`config.mk`:
```
export PLATFORM = sky130hd
export DESIGN_NAME = regfile_writeback_unit_flat
export DESIGN_NICKNAME = d
export VERILOG_FILES = /design/src/rtl/regfile_writeback_unit_pkg.sv /design/src/rtl/regfile_writeback_unit_if.sv /design/src/rtl/regfile_writeback_unit_fifo.sv /design/src/rtl/regfile_writeback_unit.sv /design/src/flat_wrapper.sv
export SDC_FILE = /design/constraint.sdc
export NUM_CORES = 1
export LEC_CHECK = 0
export ABC_AREA = 1
export CAP_MARGIN = 30
export CORE_AREA = 3 3 151 153
export CTS_CLUSTER_DIAMETER = 40
export CTS_CLUSTER_SIZE = 12
export DETAILED_ROUTE_END_ITERATION = 8
export DIE_AREA = 0 0 154 156
export PLACE_DENSITY = 0.76
export SETUP_SLACK_MARGIN = 0.05
export SLEW_MARGIN = 20
export SYNTH_ARGS = -nofsm -noshare
export SYNTH_HDL_FRONTEND = slang
export SYNTH_SLANG_ARGS = --single-unit
```
`constraint.sdc`:
```
create_clock -name clock -period 3.5 [get_ports clock]
set_input_delay 0.525 -clock clock [delete_from_list [all_inputs] [get_ports clock]]
set_output_delay 0.525 -clock clock [all_outputs]
set_load 0.1 [all_outputs]
```
`src/rtl/regfile_writeback_unit_pkg.sv`:
```
// Shared defaults and the queued writeback entry type for the register file
// writeback unit.
package regfile_writeback_unit_pkg;

    localparam int DEPTH_DEF  = 8;
    localparam int DATA_W_DEF = 16;
    localparam int ADDR_W_DEF = 3;

    typedef struct packed {
        logic [ADDR_W_DEF-1:0] addr;
        logic [DATA_W_DEF-1:0] data;
    } wb_entry;

endpackage

```
`src/rtl/regfile_writeback_unit_if.sv`:
```
// Result-in / register-file-write-out bundle of the writeback unit; the unit
// itself is the slave side.
interface regfile_writeback_unit_if #(
    parameter int DATA_W = regfile_writeback_unit_pkg::DATA_W_DEF,
    parameter int ADDR_W = regfile_writeback_unit_pkg::ADDR_W_DEF,
    parameter int CNT_W  = $clog2(regfile_writeback_unit_pkg::DEPTH_DEF) + 1
);

    logic              in0_valid;
    logic [ADDR_W-1:0] in0_addr;
    logic [DATA_W-1:0] in0_data;
    logic              in1_valid;
    logic [ADDR_W-1:0] in1_addr;
    logic [DATA_W-1:0] in1_data;
    logic              in_ready;
    logic              drain_en;
    logic              flush;
    logic [DATA_W-1:0] data_write0;
    logic [ADDR_W-1:0] data_write0_address;
    logic              reg_write_enable0;
    logic [DATA_W-1:0] data_write1;
    logic [ADDR_W-1:0] data_write1_address;
    logic              reg_write_enable1;
    logic [CNT_W-1:0]  count;
    logic              empty;

    modport slave (
        input  in0_valid, in0_addr, in0_data,
        input  in1_valid, in1_addr, in1_data,
        input  drain_en, flush,
        output in_ready,
        output data_write0, data_write0_address, reg_write_enable0,
        output data_write1, data_write1_address, reg_write_enable1,
        output count, empty
    );

    modport master (
        output in0_valid, in0_addr, in0_data,
        output in1_valid, in1_addr, in1_data,
        output drain_en, flush,
        input  in_ready,
        input  data_write0, data_write0_address, reg_write_enable0,
        input  data_write1, data_write1_address, reg_write_enable1,
        input  count, empty
    );

endinterface

```
`src/rtl/regfile_writeback_unit_fifo.sv`:
```
// Dual-push, dual-pop circular entry store; exposes the two oldest entries and
// the occupancy count.
module wb_entry_fifo
    import regfile_writeback_unit_pkg::*;
#(
    parameter int DEPTH   = DEPTH_DEF,
    parameter int ENTRY_W = ADDR_W_DEF + DATA_W_DEF
) (
    input  logic                     clock,
    input  logic                     reset,
    input  logic                     push0_i,
    input  logic                     push1_i,
    input  logic [ENTRY_W-1:0]       wdata0_i,
    input  logic [ENTRY_W-1:0]       wdata1_i,
    input  logic [1:0]               popN_i,
    input  logic                     flush_i,
    output logic [ENTRY_W-1:0]       head0_o,
    output logic [ENTRY_W-1:0]       head1_o,
    output logic [$clog2(DEPTH):0]   count_o
);

    localparam int PTR_W = $clog2(DEPTH);
    localparam int CNT_W = PTR_W + 1;

    logic [ENTRY_W-1:0] mem_q [DEPTH];
    logic [PTR_W-1:0]   head_q, head_d, tail_q, tail_d;
    logic [CNT_W-1:0]   count_q, count_d;
    logic [PTR_W-1:0]   headNext;
    logic [PTR_W-1:0]   slot1;
    logic [1:0]         pushN;
    logic               write0, write1;
    logic [ENTRY_W-1:0] slot0Data;

    // A lone in1 takes the first free slot so the queue never holds a hole.
    always_comb begin
        pushN     = {1'b0, push0_i} + {1'b0, push1_i};
        slot1     = tail_q + PTR_W'(1);
        headNext  = head_q + PTR_W'(1);
        slot0Data = push0_i ? wdata0_i : wdata1_i;
        write0    = !flush_i && (push0_i || push1_i);
        write1    = !flush_i && push0_i && push1_i;
        head_d    = head_q + PTR_W'(popN_i);
        tail_d    = tail_q + PTR_W'(pushN);
        count_d   = count_q + CNT_W'(pushN) - CNT_W'(popN_i);
        if (flush_i) begin
            head_d  = '0;
            tail_d  = '0;
            count_d = '0;
        end
    end

    always_ff @(posedge clock) begin
        if (write0) mem_q[tail_q] <= slot0Data;
        if (write1) mem_q[slot1]  <= wdata1_i;
    end

    always_ff @(posedge clock) begin
        if (!reset) begin
            head_q  <= '0;
            tail_q  <= '0;
            count_q <= '0;
        end else begin
            head_q  <= head_d;
            tail_q  <= tail_d;
            count_q <= count_d;
        end
    end

    assign head0_o = mem_q[head_q];
    assign head1_o = mem_q[headNext];
    assign count_o = count_q;

endmodule

```
`src/rtl/regfile_writeback_unit.sv`:
```
// Writeback queue between two result producers and a two-port register file,
// with R0 suppression and same-address write merging.
module regfile_writeback_unit
    import regfile_writeback_unit_pkg::*;
#(
    parameter int DEPTH  = DEPTH_DEF,
    parameter int DATA_W = DATA_W_DEF,
    parameter int ADDR_W = ADDR_W_DEF
) (
    input  logic                     clock,
    input  logic                     reset,
    regfile_writeback_unit_if.slave  bus
);

    localparam int CNT_W   = $clog2(DEPTH) + 1;
    localparam int ENTRY_W = ADDR_W + DATA_W;

    logic [ENTRY_W-1:0] head0, head1;
    logic [CNT_W-1:0]   count;
    logic               push0, push1, pop0, pop1;
    logic [1:0]         popN;
    logic [ADDR_W-1:0]  addr0, addr1;
    logic [DATA_W-1:0]  data0, data1;

    assign bus.in_ready = (CNT_W'(DEPTH) - count) >= CNT_W'(2);
    assign push0        = bus.in_ready && bus.in0_valid;
    assign push1        = bus.in_ready && bus.in1_valid;

    // Pops only ever consume entries already present at the start of the cycle.
    assign pop0 = reset && bus.drain_en && (count != '0);
    assign pop1 = reset && bus.drain_en && (count >= CNT_W'(2));
    assign popN = {1'b0, pop0} + {1'b0, pop1};

    wb_entry_fifo #(
        .DEPTH   (DEPTH),
        .ENTRY_W (ENTRY_W)
    ) u_fifo (
        .clock    (clock),
        .reset    (reset),
        .push0_i  (push0),
        .push1_i  (push1),
        .wdata0_i ({bus.in0_addr, bus.in0_data}),
        .wdata1_i ({bus.in1_addr, bus.in1_data}),
        .popN_i   (popN),
        .flush_i  (bus.flush),
        .head0_o  (head0),
        .head1_o  (head1),
        .count_o  (count)
    );

    assign {addr0, data0} = head0;
    assign {addr1, data1} = head1;

    // R0 is hardwired zero, and the younger write wins when both hit one register.
    assign bus.data_write0         = pop0 ? data0 : '0;
    assign bus.data_write0_address = pop0 ? addr0 : '0;
    assign bus.reg_write_enable0   = pop0 && (addr0 != '0) && !(pop1 && (addr1 == addr0));
    assign bus.data_write1         = pop1 ? data1 : '0;
    assign bus.data_write1_address = pop1 ? addr1 : '0;
    assign bus.reg_write_enable1   = pop1 && (addr1 != '0);

    assign bus.count = count;
    assign bus.empty = (count == '0);

endmodule

```
`src/flat_wrapper.sv`:
```
// flat-port wrapper written by rule: the top's interface ports become plain ports
module regfile_writeback_unit_flat import regfile_writeback_unit_pkg::*;
#(
    parameter int DEPTH  = DEPTH_DEF,
    parameter int DATA_W = DATA_W_DEF,
    parameter int ADDR_W = ADDR_W_DEF
)
  (clock, reset, bus_in0_valid, bus_in0_addr, bus_in0_data, bus_in1_valid, bus_in1_addr, bus_in1_data, bus_drain_en, bus_flush, bus_in_ready, bus_data_write0, bus_data_write0_address, bus_reg_write_enable0, bus_data_write1, bus_data_write1_address, bus_reg_write_enable1, bus_count, bus_empty);
  regfile_writeback_unit_if #(.DATA_W(DATA_W), .ADDR_W(ADDR_W)) bus_i ();
  input  logic clock;
  input  logic reset;
  input wire logic [$bits(bus_i.in0_valid)-1:0] bus_in0_valid;
  input wire logic [$bits(bus_i.in0_addr)-1:0] bus_in0_addr;
  input wire logic [$bits(bus_i.in0_data)-1:0] bus_in0_data;
  input wire logic [$bits(bus_i.in1_valid)-1:0] bus_in1_valid;
  input wire logic [$bits(bus_i.in1_addr)-1:0] bus_in1_addr;
  input wire logic [$bits(bus_i.in1_data)-1:0] bus_in1_data;
  input wire logic [$bits(bus_i.drain_en)-1:0] bus_drain_en;
  input wire logic [$bits(bus_i.flush)-1:0] bus_flush;
  output wire logic [$bits(bus_i.in_ready)-1:0] bus_in_ready;
  output wire logic [$bits(bus_i.data_write0)-1:0] bus_data_write0;
  output wire logic [$bits(bus_i.data_write0_address)-1:0] bus_data_write0_address;
  output wire logic [$bits(bus_i.reg_write_enable0)-1:0] bus_reg_write_enable0;
  output wire logic [$bits(bus_i.data_write1)-1:0] bus_data_write1;
  output wire logic [$bits(bus_i.data_write1_address)-1:0] bus_data_write1_address;
  output wire logic [$bits(bus_i.reg_write_enable1)-1:0] bus_reg_write_enable1;
  output wire logic [$bits(bus_i.count)-1:0] bus_count;
  output wire logic [$bits(bus_i.empty)-1:0] bus_empty;
  assign bus_i.in0_valid = bus_in0_valid;
  assign bus_i.in0_addr = bus_in0_addr;
  assign bus_i.in0_data = bus_in0_data;
  assign bus_i.in1_valid = bus_in1_valid;
  assign bus_i.in1_addr = bus_in1_addr;
  assign bus_i.in1_data = bus_in1_data;
  assign bus_i.drain_en = bus_drain_en;
  assign bus_i.flush = bus_flush;
  assign bus_in_ready = bus_i.in_ready;
  assign bus_data_write0 = bus_i.data_write0;
  assign bus_data_write0_address = bus_i.data_write0_address;
  assign bus_reg_write_enable0 = bus_i.reg_write_enable0;
  assign bus_data_write1 = bus_i.data_write1;
  assign bus_data_write1_address = bus_i.data_write1_address;
  assign bus_reg_write_enable1 = bus_i.reg_write_enable1;
  assign bus_count = bus_i.count;
  assign bus_empty = bus_i.empty;
  regfile_writeback_unit #(.DEPTH(DEPTH), .DATA_W(DATA_W), .ADDR_W(ADDR_W)) u_core (.clock(clock), .reset(reset), .bus(bus_i));
endmodule
```
==> metrics.txt, run 1 <==
cell area after placement=12900 µm²; number of gates given a new drive strength after cts=0; initial standard-cell utilization of the core=53.1%; warning count from the yosys run=0; Post-CTS Setup Inserts=0; hold_ws=624 ps; DR iter-0 viols=1665; final number of max-transition violations=0; register area share after synthesis=41.3%; IO Port Bufs=89; CTS tree=yes; clock tree root buffer cell=sky130_fd_sc_hd__clkbuf_16; maximum number of pins on one net before global-route repair=172; number of buffers inserted for hold repair after clock tree synthesis=0; run status=finished, final reports clean; Slowest cell on crit path=sky130_fd_sc_hd__xor2_4; Post-Synthesis Net Count=1606; number of instances in the synthesized netlist=1544; area share of the largest cell type after synthesis=39.6%; vias per cell=6.33; final count of hold timing violations=0; area of the core=21700 µm²; total half-perimeter wirelength after legalization and detailed placement=23700 µm; number of antenna violations at the first check in global routing=0; number of cell rows=54; clock input transition at the sequential cells of the worst setup and hold paths=70 ps; multi-input gate area in the final layout=5830 µm²; chain of cells forming the critical path=ha_1 -> xor2_4 -> a21oi_1 -> a211oi_2 -> buf_12; IO Pins=90; primary flip-flop cell chosen by synthesis mapping=sky130_fd_sc_hd__edfxtp_1; Final Skew=9.85 ps; startpoint of the worst setup timing path=u_core.u_fifo.head_q[0]; Post-DRT Antenna Nets=0; element type at the critical path start=flip-flop; via count of the first global-routing pass=10700; Routed WL per cell=21.1 µm; fraction of registers with async set or reset after synthesis=0%; count of cell types in the netlist=37; cell family contributing the most delay on the critical path=XOR/XNOR gates; insertion delay of the later-clocked pin in the worst-skew pair=440 ps; Clock Tree Buf Depth=2; number of H-tree branching levels=4; count of clock tree sinks=162; drt total wl=39000 µm; startpoint-to-endpoint class of the critical path=flip-flop to output port; fill cell instance count of the final layout=1776; minimum period implied by the final worst setup slack=3260 ps; hold path start=u_core.u_fifo.tail_q[2]; chip width=154 µm; number of maximum-capacitance constraint violations=0; Critical path buffers and inverters=1; Max FO, Critical Path=22; worst min-delay path class=flip-flop to flip-flop; worst vdd rail ir drop=0.000890 V; area of the die=24000 µm²; number of nets in the final layout=1613; f_max=306 MHz; dominant cell type by area after synthesis=sky130_fd_sc_hd__edfxtp_1; Post-synth top cells=sky130_fd_sc_hd__nand2_1, sky130_fd_sc_hd__edfxtp_1, sky130_fd_sc_hd__nand4_1; per-instance average area after synthesis=7.47 µm²; DIE HEIGHT=156 µm; most used standard cell by instance count after synthesis=sky130_fd_sc_hd__nand2_1; post-synthesis instance area=11500 µm²; power density normalized to cell area=834 nW/µm²; total of flip-flops plus latches after synthesis=162; overall fraction of global-route tracks in use=31.7%; final worst path period share=93.2%; number of flops mapped to enable cells by yosys=152; worst relative slew slack=33.2%; Required @ worst endpoint=2970 ps; clock buffer count from CTS=17; footprint of the flip-flops and latches=4780 µm²; GRT Residual Overflow=0; critical path data arrival time=2740 ps; setup repair after global routing missed its margin=false; vias post-DR=11700; Area growth, synth to finish=17.3%; share of post-route cells with drive strength above 1=13.2%; setup slack after placement=377 ps; largest stage delay on the critical path=780 ps; crit path setup slack, layout=237 ps; antenna cell count=0; launching point of the worst reg2reg path=u_core.u_fifo.count_o[1]; most area-consuming cells after synthesis=sky130_fd_sc_hd__edfxtp_1, sky130_fd_sc_hd__nand2_1, sky130_fd_sc_hd__nand4_1; Lkg Pwr=5.65 nW; category of the worst setup path capture point=output port; final count of negative-setup-slack endpoints=0; final std cell area, no fill=13500 µm²; global placement routability congestion=0.881; wire length of the first global-routing pass=59100 µm; number of detailed-route iterations in the first pass=6; actual slew at the worst max-slew pin=1000 ps; DRC=0
sequential cells by signal (all words and copies together) (netlist names):
register and cells:
u_core.u_fifo.head_q 3, u_core.u_fifo.mem_q 152, u_core.u_fifo.count_o 4, u_core.u_fifo.tail_q 3
worst reg2reg max path, cell delays in order (launching register included):
cell,delay [ps]
sky130_fd_sc_hd__dfxtp_4,370
sky130_fd_sc_hd__inv_2,50
sky130_fd_sc_hd__ha_1,260
sky130_fd_sc_hd__nor2_1,110
sky130_fd_sc_hd__nand2_1,70
sky130_fd_sc_hd__nor2_2,120
sky130_fd_sc_hd__nand2_4,90
sky130_fd_sc_hd__nand2_4,210
sky130_fd_sc_hd__inv_4,130
sky130_fd_sc_hd__ha_1,260
sky130_fd_sc_hd__fa_1,510
sky130_fd_sc_hd__ha_1,320
sky130_fd_sc_hd__nand2_1,60
sky130_fd_sc_hd__nor2_1,40
sky130_fd_sc_hd__a211oi_2,200
sky130_fd_sc_hd__nand2_1,70
sky130_fd_sc_hd__nor3b_1,130
per-stage QoR:
step                setup TNS, ps  cells  utilization, %  power (W)
floorplan                    -211   1544               -    0.00771
finish                          0   1844            62.3     0.0113
global route                    0   1844            62.3     0.0119
CTS                             0   1844            62.3     0.0112
detailed placement              0   1812            59.6    0.00929
global placement                0   1812            59.6    0.00914
cells in the final DEF, fill, tap and decap left out, types with 3 or more instances in the layout:
master	n
sky130_fd_sc_hd__a211oi_2	16
sky130_fd_sc_hd__a21oi_1	51
sky130_fd_sc_hd__a21oi_2	9
sky130_fd_sc_hd__a21oi_4	6
sky130_fd_sc_hd__buf_12	46
sky130_fd_sc_hd__buf_4	41
sky130_fd_sc_hd__clkbuf_16	17
sky130_fd_sc_hd__clkdlybuf4s50_1	47
sky130_fd_sc_hd__clkinv_1	3
sky130_fd_sc_hd__clkinvlp_4	4
sky130_fd_sc_hd__dfxtp_1	5
sky130_fd_sc_hd__dfxtp_4	5
sky130_fd_sc_hd__edfxtp_1	152
sky130_fd_sc_hd__fa_1	4
sky130_fd_sc_hd__ha_1	14
sky130_fd_sc_hd__inv_1	60
sky130_fd_sc_hd__inv_2	5
sky130_fd_sc_hd__inv_6	4
sky130_fd_sc_hd__nand2_1	545
sky130_fd_sc_hd__nand2_2	17
sky130_fd_sc_hd__nand3_1	75
sky130_fd_sc_hd__nand3_4	3
sky130_fd_sc_hd__nand4_1	152
sky130_fd_sc_hd__nor2_1	112
sky130_fd_sc_hd__nor2_2	5
sky130_fd_sc_hd__nor2_4	5
sky130_fd_sc_hd__o21ai_0	97
sky130_fd_sc_hd__o21ai_1	17
sky130_fd_sc_hd__o21ai_2	9
sky130_fd_sc_hd__o22ai_1	15
sky130_fd_sc_hd__xor2_1	3
path summary, 6_finish.rpt:
path                              end  slack [ps]  depth (start not counted)
max                bus_data_write1[7]         240                          5
min           u_core.u_fifo.tail_q[2]         620                          2
max reg2reg  u_core.u_fifo.count_o[3]         370                         16
min reg2reg   u_core.u_fifo.tail_q[2]         620                          2
power by group:
part | total, W | switching, W | leakage (nW) | internal [W]
sequential | 0.00290 | 0.000143 | 1.47 | 0.00276
combinational | 0.00649 | 0.00472 | 3.90 | 0.00177
clock | 0.00189 | 0.000825 | 0.275 | 0.00106
kinds of logic after synthesis:
group                    after synthesis  share of synthesized area (%)
XOR/XNOR                               7                          0.662
AND/OR/NAND/NOR                      919                           35.1
AO/OA/AOI/OAI                        223                           10.3
adder cells (fa/ha/maj)               18                           2.21
flip-flops                           162                           41.3
buffers and inverters                215                           10.4
layer usage:
layer  vias up  track usage, %  wire length [µm]
met5         -               0                 0
met4         0            15.8              1780
met3       152            8.40              5420
met2       931            48.6             17100
met1      5316            41.9             14600
li1       5280               -                 -
final cells by class:
cell class / instances / share of cell area (%)
clock inverter: 14 / 1.14
multi-input combinational: 1167 / 43.2
clock buffer: 18 / 3.18
sequential: 162 / 35.4
inverter: 69 / 1.97
tap: 280 / 2.59
timing repair buffer: 134 / 12.6
Power figures use the tool's default switching activity.
==> run 2: changes to the inputs <==
- ABC_CLOCK_PERIOD_IN_PS: default -> 3500
==> results of run 2 <==
No change in the layout: final DEF, timing and power equal those of run 1.
==> RTL change: new RTL, settings of run 1 <==
Make the reset (`reset`) asynchronous in one clocked block.
--- a/src/rtl/regfile_writeback_unit_fifo.sv
+++ b/src/rtl/regfile_writeback_unit_fifo.sv
@@ -54,7 +54,7 @@
         if (write1) mem_q[slot1]  <= wdata1_i;
     end
 
-    always_ff @(posedge clock) begin
+    always_ff @(posedge clock or negedge reset) begin
         if (!reset) begin
             head_q  <= '0;
             tail_q  <= '0;
Behaviour: differs if reset is asserted again (counterexample within 4 cycles, from zero or initial values and one cycle with reset low); with reset held inactive, the same outputs for 4 cycles.
==> RTL change against run 1 <==
- total power is 1.2% lower
- synthesized cell count is 1.7% lower
- register-to-register slack better by 70 ps
- critical path type unchanged
- sequential cell count stayed put
- routed wire length is 5.2% lower
- largest power group unchanged
- synthesized area is 5.8% lower
- design area is 1.1% lower
- setup slack worse by 74 ps
- fmax is 2.2% lower
- first-iteration DRC count is 5.6% lower
- clock skew is 2.7 ps higher
- cell count is 0.65% higher
- highest routed layer unchanged
==> RTL change: results <==
[run_status]
status = completed

[finish]
final_util_pct = 61.64
multi_input_comb_cells = 1174
buffer_area_share_pct = 12.82
signal_buffers = 131
insertedDiodeCount = 1
seq-cell-share_pct = 36.13
n_clock_buffer = 23
clk_share_pct = 4.427
nFillCells = 1772
multi_input_area_mm2 = 0.005578

[grt]
met1_usage_pct = 39.86
grt_pass1_vias = 10150
met2_usage_pct = 46.71
antenna_found_initial = 1
grt.total_usage_pct = 30.14
grt_use_met3_pct = 6.574

[worst_setup_path]
arrival_ps = 2810
cp_max_fo = 21
crit_start = u_core.u_fifo.head_q[0]$_DFF_PN0_

[synthesis]
synth_common_cells = nand2_1 (694), edfxtp_1 (152), o21ai_0 (121), nor2_1 (118), nand3_1 (79)
yosysUniqueCellTypes = 34
ys_seq_area_share_pct = 44.35
ys_top_cells_by_area = edfxtp_1 (42%), nand2_1 (24%), o21ai_0 (5.6%)
synthArstFlopShare_pct = 6.173

[worst_hold_path]
hold_path_class = in2async

[pwr]
power_switching_w = 0.005487
power.share.sequential_pct = 25.0
p_int_w = 0.005659
p_leak_nw = 5.743
combinationalPowerShare_pct = 58.3

[drt]
first_pass_iters = 8
vias = 10920
wl_met3_mm = 5.061
wl_mm = 36.94
dr.first_iter.drc_count = 1572
avgViaCountPerCell = 5.883
wl_met2_mm = 16.40

[place]
post-place-cells = 1823
place_area_mm2 = 0.01277
place_ws_ps = 465.6

[sta]
skew_ps = 12.56
timing.slew.headroom_pct = 34.09
==> RTL change: final timing paths <==
path	end	slack (ps)	cells past startpoint
worst max-delay path	bus_data_write1[8]	160	6
worst min register to register	u_core.u_fifo.tail_q[2]$_DFF_PN0_	680	2
worst min-delay path	u_core.u_fifo.count_o[1]$_DFF_PN0_	410	2
min in group clock	u_core.u_fifo.tail_q[2]$_DFF_PN0_	680	2
worst max register to register	u_core.u_fifo.mem_q[6][17]$_DFFE_PP_	440	12
max in group asynchronous	u_core.u_fifo.head_q[0]$_DFF_PN0_	2930	2
==> RTL change: critical path, stage by stage, from the launching register on <==
cell and delay, ps:
dfrtp_4 500, ha_1 280, xor2_4 650, buf_12 280, a21oi_1 110, a211oi_2 300
buf_12 220
==> RTL change: logic make-up after synthesis <==
kind of cell    share of synthesized area, %
xor+xnor                              0.5532
simple gates                           34.11
compound gates                         11.05
buf+inv                                7.583
fa+ha+maj                              2.351
flops                                  44.35
